$ cat src/rtl/matrix_mem_pkg.sv
// rtl/matrix_mem_pkg.sv - shared types, defaults and width helper for the matrix bank
// Contents: command opcodes, FSM states, default geometry, clog2_min1().
package matrix_mem_pkg;

  localparam int DEF_N_MAT  = 3;
  localparam int DEF_ROWS   = 3;
  localparam int DEF_COLS   = 3;
  localparam int DEF_DATA_W = 8;

  typedef enum logic [1:0] {
    OP_WRITE     = 2'b00,
    OP_READ      = 2'b01,
    OP_READ_MAT  = 2'b10,
    OP_CLEAR_MAT = 2'b11
  } cmd_op_e;

  typedef enum logic [1:0] {
    ST_IDLE  = 2'b00,
    ST_BURST = 2'b01,
    ST_CLEAR = 2'b10
  } state_e;

  // Index width that never collapses to zero bits for single-element ranges.
  function automatic int clog2_min1(input int v);
    return (v > 1) ? $clog2(v) : 1;
  endfunction

endpackage

$ cat src/rtl/matrix_mem_bank_if.sv
// rtl/matrix_mem_bank_if.sv - command/response bundle of the matrix bank
// Signals: cmd_valid/cmd_ready/cmd_op/mat_sel/row/col/wr_data (request),
//          rd_data/rd_valid/rd_last/rd_err/busy (response).
// Modports: master (requester side), slave (bank side).
interface matrix_mem_bank_if
  import matrix_mem_pkg::*;
#(
  parameter int N_MAT  = DEF_N_MAT,
  parameter int ROWS   = DEF_ROWS,
  parameter int COLS   = DEF_COLS,
  parameter int DATA_W = DEF_DATA_W
) ();

  localparam int MAT_W = clog2_min1(N_MAT);
  localparam int ROW_W = clog2_min1(ROWS);
  localparam int COL_W = clog2_min1(COLS);

  logic              cmd_valid;
  logic              cmd_ready;
  logic [1:0]        cmd_op;
  logic [MAT_W-1:0]  mat_sel;
  logic [ROW_W-1:0]  row;
  logic [COL_W-1:0]  col;
  logic [DATA_W-1:0] wr_data;
  logic [DATA_W-1:0] rd_data;
  logic              rd_valid;
  logic              rd_last;
  logic              rd_err;
  logic              busy;

  modport master (
    output cmd_valid, cmd_op, mat_sel, row, col, wr_data,
    input  cmd_ready, rd_data, rd_valid, rd_last, rd_err, busy
  );

  modport slave (
    input  cmd_valid, cmd_op, mat_sel, row, col, wr_data,
    output cmd_ready, rd_data, rd_valid, rd_last, rd_err, busy
  );

endinterface

$ cat src/rtl/matrix_addr_seq.sv
// rtl/matrix_addr_seq.sv - row-major row/col walker shared by burst read and clear
// Ports: clk, reset_n, i_start (sweep begins this cycle at entry 0),
//        i_adv (step past current entry), o_row/o_col (current entry),
//        o_last (current entry is the final one of the matrix).
module matrix_addr_seq
  import matrix_mem_pkg::*;
#(
  parameter  int ROWS  = DEF_ROWS,
  parameter  int COLS  = DEF_COLS,
  localparam int ROW_W = clog2_min1(ROWS),
  localparam int COL_W = clog2_min1(COLS)
) (
  input  logic             clk,
  input  logic             reset_n,
  input  logic             i_start,
  input  logic             i_adv,
  output logic [ROW_W-1:0] o_row,
  output logic [COL_W-1:0] o_col,
  output logic             o_last
);

  logic [ROW_W-1:0] r_row;
  logic [COL_W-1:0] r_col;
  logic             w_row_end;
  logic             w_col_end;

  // A start presents entry 0 combinationally so the first entry is handled on
  // the accepting edge itself; the registers then already point at entry 1.
  assign o_row     = i_start ? '0 : r_row;
  assign o_col     = i_start ? '0 : r_col;
  assign w_row_end = (32'(o_row) == 32'(ROWS - 1));
  assign w_col_end = (32'(o_col) == 32'(COLS - 1));
  assign o_last    = w_row_end && w_col_end;

  always_ff @(posedge clk or negedge reset_n) begin
    if (!reset_n) begin
      r_row <= '0;
      r_col <= '0;
    end else if (i_start || i_adv) begin
      if (w_col_end) begin
        r_col <= '0;
        r_row <= w_row_end ? '0 : o_row + ROW_W'(1);
      end else begin
        r_col <= o_col + COL_W'(1);
      end
    end
  end

endmodule

$ cat src/rtl/matrix_mem_bank.sv
// rtl/matrix_mem_bank.sv - N_MAT x ROWS x COLS storage bank with burst read and clear
// Ports: clk, reset_n (async, active-low), bus (matrix_mem_bank_if.slave):
//        single-cycle command handshake, registered read beats, error pulse, busy.
module matrix_mem_bank
  import matrix_mem_pkg::*;
#(
  parameter int N_MAT  = DEF_N_MAT,
  parameter int ROWS   = DEF_ROWS,
  parameter int COLS   = DEF_COLS,
  parameter int DATA_W = DEF_DATA_W
) (
  input logic              clk,
  input logic              reset_n,
  matrix_mem_bank_if.slave bus
);

  localparam int DEPTH  = N_MAT * ROWS * COLS;
  localparam int MAT_W  = clog2_min1(N_MAT);
  localparam int ROW_W  = clog2_min1(ROWS);
  localparam int COL_W  = clog2_min1(COLS);
  localparam int ADDR_W = clog2_min1(DEPTH);

  state_e            r_state;
  state_e            w_state_nxt;
  logic [MAT_W-1:0]  r_mat;
  logic [DATA_W-1:0] r_mem [DEPTH];
  logic [DATA_W-1:0] r_rd_data;
  logic              r_rd_valid;
  logic              r_rd_last;
  logic              r_rd_err;

  cmd_op_e           w_op;
  logic              w_accept;
  logic              w_mat_ok;
  logic              w_rc_ok;
  logic              w_is_mat_op;
  logic              w_in_range;
  logic [MAT_W-1:0]  w_seq_mat;
  logic [ROW_W-1:0]  w_seq_row;
  logic [COL_W-1:0]  w_seq_col;
  logic              w_seq_last;
  logic              w_seq_start;
  logic              w_seq_adv;
  logic [ADDR_W-1:0] w_cmd_addr;
  logic [ADDR_W-1:0] w_seq_addr;
  logic [ADDR_W-1:0] w_wr_addr;
  logic [ADDR_W-1:0] w_rd_addr;
  logic [DATA_W-1:0] w_wr_val;
  logic              w_do_write;
  logic              w_do_rd;
  logic              w_rd_last;
  logic              w_err;

  function automatic logic [ADDR_W-1:0] flat_addr(input logic [MAT_W-1:0] m,
                                                  input logic [ROW_W-1:0] r,
                                                  input logic [COL_W-1:0] c);
    return ADDR_W'((32'(m) * 32'(ROWS) + 32'(r)) * 32'(COLS) + 32'(c));
  endfunction

  assign w_op        = cmd_op_e'(bus.cmd_op);
  assign w_accept    = bus.cmd_valid && bus.cmd_ready;
  assign w_mat_ok    = (32'(bus.mat_sel) < 32'(N_MAT));
  assign w_rc_ok     = (32'(bus.row) < 32'(ROWS)) && (32'(bus.col) < 32'(COLS));
  assign w_is_mat_op = (w_op == OP_READ_MAT) || (w_op == OP_CLEAR_MAT);
  // Whole-matrix commands ignore row/col, so only mat_sel can reject them.
  assign w_in_range  = w_mat_ok && (w_is_mat_op || w_rc_ok);

  // The walker starts on the accepting edge and runs for as long as the FSM is away from IDLE.
  assign w_seq_start = w_accept && w_in_range && w_is_mat_op;
  assign w_seq_adv   = (r_state != ST_IDLE);
  // The matrix register is not loaded until the accepting edge, so entry 0 uses mat_sel directly.
  assign w_seq_mat   = (r_state == ST_IDLE) ? bus.mat_sel : r_mat;
  assign w_cmd_addr  = flat_addr(bus.mat_sel, bus.row, bus.col);
  assign w_seq_addr  = flat_addr(w_seq_mat, w_seq_row, w_seq_col);

  matrix_addr_seq #(
    .ROWS (ROWS),
    .COLS (COLS)
  ) u_seq (
    .clk     (clk),
    .reset_n (reset_n),
    .i_start (w_seq_start),
    .i_adv   (w_seq_adv),
    .o_row   (w_seq_row),
    .o_col   (w_seq_col),
    .o_last  (w_seq_last)
  );

  always_ff @(posedge clk or negedge reset_n) begin
    if (!reset_n) begin
      r_state <= ST_IDLE;
    end else begin
      r_state <= w_state_nxt;
    end
  end

  always_comb begin
    w_state_nxt = r_state;
    w_do_write  = 1'b0;
    w_wr_addr   = w_cmd_addr;
    w_wr_val    = bus.wr_data;
    w_do_rd     = 1'b0;
    w_rd_addr   = w_cmd_addr;
    w_rd_last   = 1'b0;
    w_err       = 1'b0;
    case (r_state)
      ST_IDLE: begin
        if (w_accept) begin
          if (!w_in_range) begin
            w_err = 1'b1;
          end else begin
            case (w_op)
              OP_WRITE: w_do_write = 1'b1;
              OP_READ: begin
                w_do_rd   = 1'b1;
                w_rd_last = 1'b1;
              end
              OP_READ_MAT: begin
                w_do_rd   = 1'b1;
                w_rd_addr = w_seq_addr;
                w_rd_last = w_seq_last;
                // A single-entry matrix finishes on the accepting edge.
                if (!w_seq_last) w_state_nxt = ST_BURST;
              end
              OP_CLEAR_MAT: begin
                w_do_write = 1'b1;
                w_wr_addr  = w_seq_addr;
                w_wr_val   = '0;
                if (!w_seq_last) w_state_nxt = ST_CLEAR;
              end
              default: ;
            endcase
          end
        end
      end
      ST_BURST: begin
        w_do_rd   = 1'b1;
        w_rd_addr = w_seq_addr;
        w_rd_last = w_seq_last;
        if (w_seq_last) w_state_nxt = ST_IDLE;
      end
      ST_CLEAR: begin
        w_do_write = 1'b1;
        w_wr_addr  = w_seq_addr;
        w_wr_val   = '0;
        if (w_seq_last) w_state_nxt = ST_IDLE;
      end
      default: w_state_nxt = ST_IDLE;
    endcase
  end

  always_ff @(posedge clk or negedge reset_n) begin
    if (!reset_n) begin
      r_mat      <= '0;
      r_rd_data  <= '0;
      r_rd_valid <= 1'b0;
      r_rd_last  <= 1'b0;
      r_rd_err   <= 1'b0;
      for (int i = 0; i < DEPTH; i++) r_mem[i] <= '0;
    end else begin
      if (w_accept) r_mat <= bus.mat_sel;
      if (w_do_write) r_mem[w_wr_addr] <= w_wr_val;
      r_rd_valid <= w_do_rd;
      r_rd_last  <= w_do_rd && w_rd_last;
      r_rd_err   <= w_err;
      r_rd_data  <= w_do_rd ? r_mem[w_rd_addr] : '0;
    end
  end

  // Ready is derived from state so a burst's last-beat cycle can accept the next command.
  assign bus.cmd_ready = (r_state == ST_IDLE);
  assign bus.busy      = (r_state != ST_IDLE);
  assign bus.rd_data   = r_rd_data;
  assign bus.rd_valid  = r_rd_valid;
  assign bus.rd_last   = r_rd_last;
  assign bus.rd_err    = r_rd_err;

endmodule

$ cat src/flat_wrapper.sv
// flat-port wrapper written by rule: the top's interface ports become plain ports
module matrix_mem_bank_flat import matrix_mem_pkg::*;
#(
  parameter int N_MAT  = DEF_N_MAT,
  parameter int ROWS   = DEF_ROWS,
  parameter int COLS   = DEF_COLS,
  parameter int DATA_W = DEF_DATA_W
)
  (clk, reset_n, bus_cmd_valid, bus_cmd_op, bus_mat_sel, bus_row, bus_col, bus_wr_data, bus_cmd_ready, bus_rd_data, bus_rd_valid, bus_rd_last, bus_rd_err, bus_busy);
  matrix_mem_bank_if #(.N_MAT(N_MAT), .ROWS(ROWS), .COLS(COLS), .DATA_W(DATA_W)) bus_i ();
  input logic clk;
  input logic reset_n;
  input wire logic [$bits(bus_i.cmd_valid)-1:0] bus_cmd_valid;
  input wire logic [$bits(bus_i.cmd_op)-1:0] bus_cmd_op;
  input wire logic [$bits(bus_i.mat_sel)-1:0] bus_mat_sel;
  input wire logic [$bits(bus_i.row)-1:0] bus_row;
  input wire logic [$bits(bus_i.col)-1:0] bus_col;
  input wire logic [$bits(bus_i.wr_data)-1:0] bus_wr_data;
  output wire logic [$bits(bus_i.cmd_ready)-1:0] bus_cmd_ready;
  output wire logic [$bits(bus_i.rd_data)-1:0] bus_rd_data;
  output wire logic [$bits(bus_i.rd_valid)-1:0] bus_rd_valid;
  output wire logic [$bits(bus_i.rd_last)-1:0] bus_rd_last;
  output wire logic [$bits(bus_i.rd_err)-1:0] bus_rd_err;
  output wire logic [$bits(bus_i.busy)-1:0] bus_busy;
  assign bus_i.cmd_valid = bus_cmd_valid;
  assign bus_i.cmd_op = bus_cmd_op;
  assign bus_i.mat_sel = bus_mat_sel;
  assign bus_i.row = bus_row;
  assign bus_i.col = bus_col;
  assign bus_i.wr_data = bus_wr_data;
  assign bus_cmd_ready = bus_i.cmd_ready;
  assign bus_rd_data = bus_i.rd_data;
  assign bus_rd_valid = bus_i.rd_valid;
  assign bus_rd_last = bus_i.rd_last;
  assign bus_rd_err = bus_i.rd_err;
  assign bus_busy = bus_i.busy;
  matrix_mem_bank #(.N_MAT(N_MAT), .ROWS(ROWS), .COLS(COLS), .DATA_W(DATA_W)) u_core (.clk(clk), .reset_n(reset_n), .bus(bus_i));
endmodule
$ cat config.mk
export PLATFORM = sky130hd
export DESIGN_NAME = matrix_mem_bank_flat
export DESIGN_NICKNAME = d
export VERILOG_FILES = /design/src/rtl/matrix_mem_pkg.sv /design/src/rtl/matrix_mem_bank_if.sv /design/src/rtl/matrix_addr_seq.sv /design/src/rtl/matrix_mem_bank.sv /design/src/flat_wrapper.sv
export SDC_FILE = /design/constraint.sdc
export NUM_CORES = 1
export LEC_CHECK = 0
export ABC_CLOCK_PERIOD_IN_PS = 6800
export BUFFER_PORTS_ARGS = -buffer_cell sky130_fd_sc_hd__buf_2
export CAP_MARGIN = 30
export CORE_ASPECT_RATIO = 0.6
export CORE_MARGIN = 5
export CORE_UTILIZATION = 45
export CTS_BUF_LIST = sky130_fd_sc_hd__clkbuf_8
export CTS_CLUSTER_SIZE = 12
export DETAILED_ROUTE_END_ITERATION = 6
export GPL_TIMING_DRIVEN = 0
export PLACE_DENSITY = 0.69
export SLEW_MARGIN = 20
export SYNTH_ARGS = -nofsm -noshare
export SYNTH_HDL_FRONTEND = slang
export SYNTH_SLANG_ARGS = --single-unit
$ cat constraint.sdc
create_clock -name clk -period 6.8 [get_ports clk]
set_input_delay 0.34 -clock clk [delete_from_list [all_inputs] [get_ports clk]]
set_output_delay 0.34 -clock clk [all_outputs]
set_load 0.005 [all_outputs]
* Word level (Yosys, flattened, before mapping) *
Index checks and enable logic that the tools add are counted.

cells by class
  add/sub/neg operators = 6
  multipliers = 4
  magnitude comparators = 6
  equality and inequality tests = 13
  muxes and demuxes = 46
  bitwise operators = 2
  reduce and logical (&&, ||, !) cells = 19

operators by type and width
  operator                                                               number
  216-bit bitwise mux                                                    1
  32-bit by 2-bit multiplier with 5-bit output (second input constant)   2
  8-bit two-way mux                                                      7
  8-bit binary-select mux with 5-bit select                              1
  8-bit demux with 5-bit select                                          1
  5-bit two-way mux                                                      6
  2-bit two-way mux                                                      10
  5-bit case mux with 2 select lines                                     2
  8-bit case mux with 2 select lines                                     1
  6-bit >= comparator (second input constant)                            2
  5-bit inverter with 6-bit output                                       2
  1-bit two-way mux                                                      11
  4-bit by 2-bit adder with 5-bit output                                 2
  5-bit by 2-bit adder with 5-bit output                                 2
  2-bit == test (second input constant)                                  5
  3-bit != test (second input constant)                                  3
  1-bit logical AND                                                      8
  2-bit by 2-bit multiplier with 4-bit output (second input constant)    2
  1-bit case mux with 2 select lines                                     4
  2-bit case mux with 2 select lines                                     2
  2-bit < comparator (second input constant)                             3
  6-bit by 1-bit < comparator with 1-bit output (second input constant)  1
  6-bit AND reduction                                                    1
  2-bit OR reduction                                                     3
  other kinds (8)                                                        14

word-level totals
  register bits after elaboration = 235
  input bits = 19
  output and inout bits = 13
  word-level logic and storage cells = 131

* Longest topological paths before layout *
  word-level depth = 20
  depth in mapped cells = 26
  depth with buffers taken out = 21

* Modules after synthesis *
From an unflattened synthesis, not the netlist that was laid out.

second synthesis, totals
  cells, all modules = 1077
  area total of the unflattened synthesis = 11996.5 um2

by module, submodules not included
  module           times used  cells an instance  area each (um2)  sequential area each (um2)
  matrix_mem_bank  1           1056               11775.0          5780.5
  matrix_addr_seq  1           21                 221.5            100.1

* Least setup slack after synthesis *
No wires, ideal clock.

  kind = register to register
  start = reg u_core.r_state[0]
  end = reg u_core.r_mem[120] (netlist name)
  setup time = 0.125 ns
  arrival = 5.641 ns
  data required time = 6.675 ns
  path slack = 1.034 ns
  cell stages (with the launch flop) = 26
  path buffers = 6
  period minus slack after synthesis = 5.766 ns
  cell sequence = dfrtp_1 > inv_1 > ha_1 > clkbuf_1 > buf_2 > buf_1 > mux2_2 > inv_1 > fa_1 > inv_1 > ha_1 > inv_1 > fa_1 > inv_1 > ha_1 > fa_1 > xor2_1 > mux2_4 > a221o_1 > and2_1 > buf_2 > and3_1 > buf_6 > nor2b_1 > buf_6 > mux2_4

on the way
  longest elaborated chain between the ends = 18
  elaborated cells on any way between the ends = 27
  those cells by class = 2 x add/sub; 2 x mul; 2 x order compare; 1 x eq/ne; 14 x mux; 1 x bitwise; 5 x reduce/logical

RTL lines
  element                                                                                line                    text
  from (decl)                                                                            matrix_mem_bank.sv:23   state_e r_state;
  from (signal assigned)                                                                 matrix_mem_bank.sv:93   r_state <= w_state_nxt;
  2-bit logical NOT *                                                                    matrix_mem_bank.sv:171  assign bus.cmd_ready = (r_state == ST_IDLE);
  named net bus_cmd_ready                                                                flat_wrapper.sv:19      output wire logic [$bits(bus_i.cmd_ready)-1:0] bus_cmd_ready;
  branches (longest 17 deep; another with 32-bit by 2-bit multiplier with 5-bit output)  -
  to (signal, indexed assignment)                                                        matrix_mem_bank.sv:162  if (w_do_write) r_mem[w_wr_addr] <= w_wr_val;
  to (decl)                                                                              matrix_mem_bank.sv:26   logic [DATA_W-1:0] r_mem [DEPTH];

Mark *: on every way through the listed nets, which the timed path passes.
A chain may end at the register's enable or synchronous reset.

* Worst setup path after layout *
  start = reg u_core.r_state[0]
  end = reg u_core.r_rd_data[3], in the netlist u_core.bus.rd_data[3]

on the way
  longest elaborated chain between the ends = 17
  elaborated cells on any way between the ends = 23
  those cells by class = 2 x add/sub; 2 x mul; 1 x eq/ne; 13 x mux; 1 x bitwise; 4 x reduce/logical

RTL lines
  element                                                                                line                    text
  branches (longest 16 deep; another with 32-bit by 2-bit multiplier with 5-bit output)  -
  8-bit two-way mux *                                                                    matrix_mem_bank.sv:166  r_rd_data <= w_do_rd ? r_mem[w_rd_addr] : '0;
  to (signal assigned)                                                                   matrix_mem_bank.sv:166
  to (decl)                                                                              matrix_mem_bank.sv:27   logic [DATA_W-1:0] r_rd_data;

Every way passes the cells marked *. The select of a mux whose other input is x is not followed.

==> results.md <==
- Relative slew margins: 41.1%
- Placed Cells: 1,475
- Worst hold path class: in2reg
- Least-Margin Pin Slew: 0.883 ns
- Fraction of layout instances using a drive strength above 1: 30.1%
- Top FF cell, synth: dfrtp_1
- Final setup viols: 0
- WL final: 34,800 µm
- Synthesized area per cell: 11.3 µm²
- Final #Nets: 1,204
- Reg clk slew, reported paths: 0.07 ns
- Die Wd: 222 µm
- First-pass GRT wire length: 53,700 µm
- Seq/Total Area, Yosys: 48.4%
- Layout overhead on the synthesized area: 12.0%
- ANT cells: 0
- Maximum Capacitance Violations: 0
- Worst path top cell family by delay: adder cells
- Wire per inst: 22.6 µm
- Critical path type: reg2reg
- DR vias: 9,043
- FF+latch count, synth: 235
- Fmax: 0.154 GHz
- CTS tree: built
- RSZ-0062 raised after global routing: false
- Net Count, Synth: 1,127
- Vias in the first global route: 8,909
- Synthesis Warnings: 0
- Vias per inst: 5.88
- Worst-Skew Late Latency: 0.56 ns
- Worst Skew: 0.0279 ns
- Yosys cell types: 58
- Asr flop ratio synth: 100%
- Gr usage total: 22.9%
- Hold Fails Final Rpt: 0
- Setup repair bufs after CTS: 0
- HPWL Detailed: 25,000 µm
- GP Congestion: 1.01
- Synthesized area: 12,200 µm²
- Crit. End Element: flop
- Drt pass-1 iters: 5
- Clk sinks: 235
- Startpoint types: flop
- Slew Viols, Final: 0
- Buffers on Ports: 31
- Max clock buf depth: 3
- Worst Path Buf+Inv: 10
- Crit-path most repeated cell: inv_1
- H-tree Lvls: 2
- Cts bufs inserted: 36
- Gate Count Post-Synth: 1,077
- Core area: 26,500 µm²
- Die Span Y: 137 µm
- Non-Filler Instances: 1,538
- GR Overflow Total: 0
- Die Area: 30,500 µm²
- Crit path DAT: 6.95 ns
- Crit-path max cell delay: 0.59 ns
- Post-synth EDFFs: 0
- Crit path required time: 7.26 ns
- Max stage delay cell, worst path: fa_1
- Period minus WS final: 6.50 ns
- Initial core utilization: 45.8%
- Fin area: 13,600 µm²
- Period utilisation layout: 95.6%
- Largest net degree at the start of global routing: 95
- Floorplan row count: 46
- Antenna Nets Post-Route: 0
- Final core utilization: 51.3%
- IO Pins: 32
- Critical-path maximum fanout: 19
- Status: finished clean
- Placed inst area: 12,900 µm²
- CTS root buf: clkbuf_8
- Detailed Route Iter0 Violations: 933
- Initial antenna violation count: 0
- Drc violations: 0
- Worst path cell trace: inv_1, ha_1, clkbuf_1, clkbuf_4, mux2_2, inv_1, fa_1, inv_1, ha_1, inv_1, fa_1, inv_1, ha_1, fa_1, inv_1, mux2i_1, a221o_1, clkbuf_1, nand2b_1, clkbuf_2, a211oi_1, o41ai_4, a31oi_1
-- cells by family (layout without fill, tap and decap cells) --
logic type	count (synthesis)	count (layout)	synth area share, %
AND/OR/NAND/NOR	267	267	11.1
multiplexers	246	246	22.9
buffers and inverters	111	212	3.67
AO/OA/AOI/OAI	183	183	10.0
adder cells (fa/ha/maj)	31	31	3.68
XOR/XNOR	4	4	0.288
flip-flops	235	235	48.4
-- synth_stat cells (11+ instances only) --
cell | n | area [µm²]
buf_2 | 12 | 60.1
a21oi_1 | 53 | 265
inv_1 | 28 | 105
and3_1 | 30 | 188
mux2_2 | 217 | 2440
nand3_1 | 33 | 165
and2_1 | 14 | 87.6
a31oi_1 | 28 | 175
ha_1 | 23 | 288
buf_1 | 11 | 41.3
clkbuf_1 | 57 | 214
a211oi_1 | 52 | 390
dfrtp_1 | 235 | 5880
nand2_1 | 125 | 469
nor2_1 | 13 | 48.8
mux2i_1 | 18 | 180
-- placed cells by master (no fill, tap or decap), types with 3 or more instances in the layout --
cell type,instances
a211oi_1,52
a21o_1,9
a21oi_1,53
a22oi_1,10
a311oi_1,4
a31oi_1,28
and2_1,14
and3_1,30
buf_1,10
buf_2,45
clkbuf_1,55
clkbuf_2,3
clkbuf_8,43
clkinv_2,3
dfrtp_1,235
fa_1,8
ha_1,23
inv_1,40
mux2_2,217
mux2_4,9
mux2i_1,17
nand2_1,125
nand2_2,3
nand2b_1,5
nand3_1,33
nand3b_1,4
nand4_1,3
nor2_1,13
nor2_2,4
nor2b_1,6
nor3_1,10
nor3_4,3
o21ai_0,6
o41ai_1,4
or3_1,4
xnor2_1,3
-- layout make-up --
cell class              count  area, µm²
clock buffers              43        592
well taps                 360        450
fillers                  2383      12900
clock inverters            19        114
plain buffers              81        339
multi-input cells         731       5880
repair buffers             40        263
inverters                  29        109
flip-flops and latches    235       5880
-- what timing repair did --
item                                    in CTS  in global routing
hold endpoints to repair                    88                  0
gates resized for setup                      4                  4
gates cloned                                 0                  0
pin swaps                                    0                  0
endpoints found under the setup margin       7                  2
hold buffers                                 1                  0
-- per-stage QoR --
| step | hold slack [ns] | setup TNS, ns | setup WS [ns] |
|---|---|---|---|
| 2_1_floorplan | 0.0444 | 0 | 1.03 |
| 3_3_place_gp | 0.472 | -2.69 | -0.877 |
| 3_5_place_dp | 0.392 | -1.27 | -0.461 |
| 4_1_cts | 0.109 | 0 | 0.316 |
| 5_1_grt | 0.137 | 0 | 0.0560 |
| 6_report | 0.126 | 0 | 0.302 |
-- flip-flops by register name (all words and copies together), names as in the netlist --
register and cells:
u_core.r_mem 216, u_core.bus.rd_data 8, u_core.r_mat 2, u_core.r_state 2, u_core.u_seq.r_col 2, u_core.u_seq.r_row 2, u_core.bus.rd_err 1, u_core.bus.rd_last 1
u_core.bus.rd_valid 1
-- per-layer routing --
| metal | global-route usage, % | part of all wire (%) | vias to the layer above |
|---|---|---|---|
| met5 | 3.71 | 0.43 | - |
| met3 | 8.09 | 10 | 56 |
| li1 | - | - | 4031 |
| met2 | 32.0 | 40 | 330 |
| met1 | 34.0 | 47 | 4624 |
| met4 | 5.10 | 1.8 | 2 |
-- worst paths after layout --
kind                                               start                               to  slack (ns)  cells past startpoint
min reg2reg                 u_core.r_mem[27]$_DFFE_PN0P_     u_core.r_mem[27]$_DFFE_PN0P_        0.49                      1
min in group asynchronous                        reset_n     u_core.bus.rd_last$_DFF_PN0_        0.38                      2
max                        u_core.r_state[0]$_DFFE_PN0P_  u_core.bus.rd_data[3]$_DFF_PN0_        0.30                     23
max reg2reg                u_core.r_state[0]$_DFFE_PN0P_  u_core.bus.rd_data[3]$_DFF_PN0_        0.30                     23
max in group asynchronous                        reset_n    u_core.r_mem[122]$_DFFE_PN0P_        5.21                      4
min                                       bus_mat_sel[0]      u_core.r_mat[0]$_DFFE_PN0N_        0.13                      2
-- worst register-to-register path: cells and delay by family, from the launching register on --
kind	cells	cell delay [ns]
DFF	1	0.42
adders and majority gates	6	2.09
buffers and inverters	10	1.87
AOI/OAI and AO/OA	4	1.17
and+or+nand+nor	1	0.33
muxes	2	0.52
Power is not shown: default switching activity piles up to over one toggle a cycle in this logic, so the estimate is an artifact.
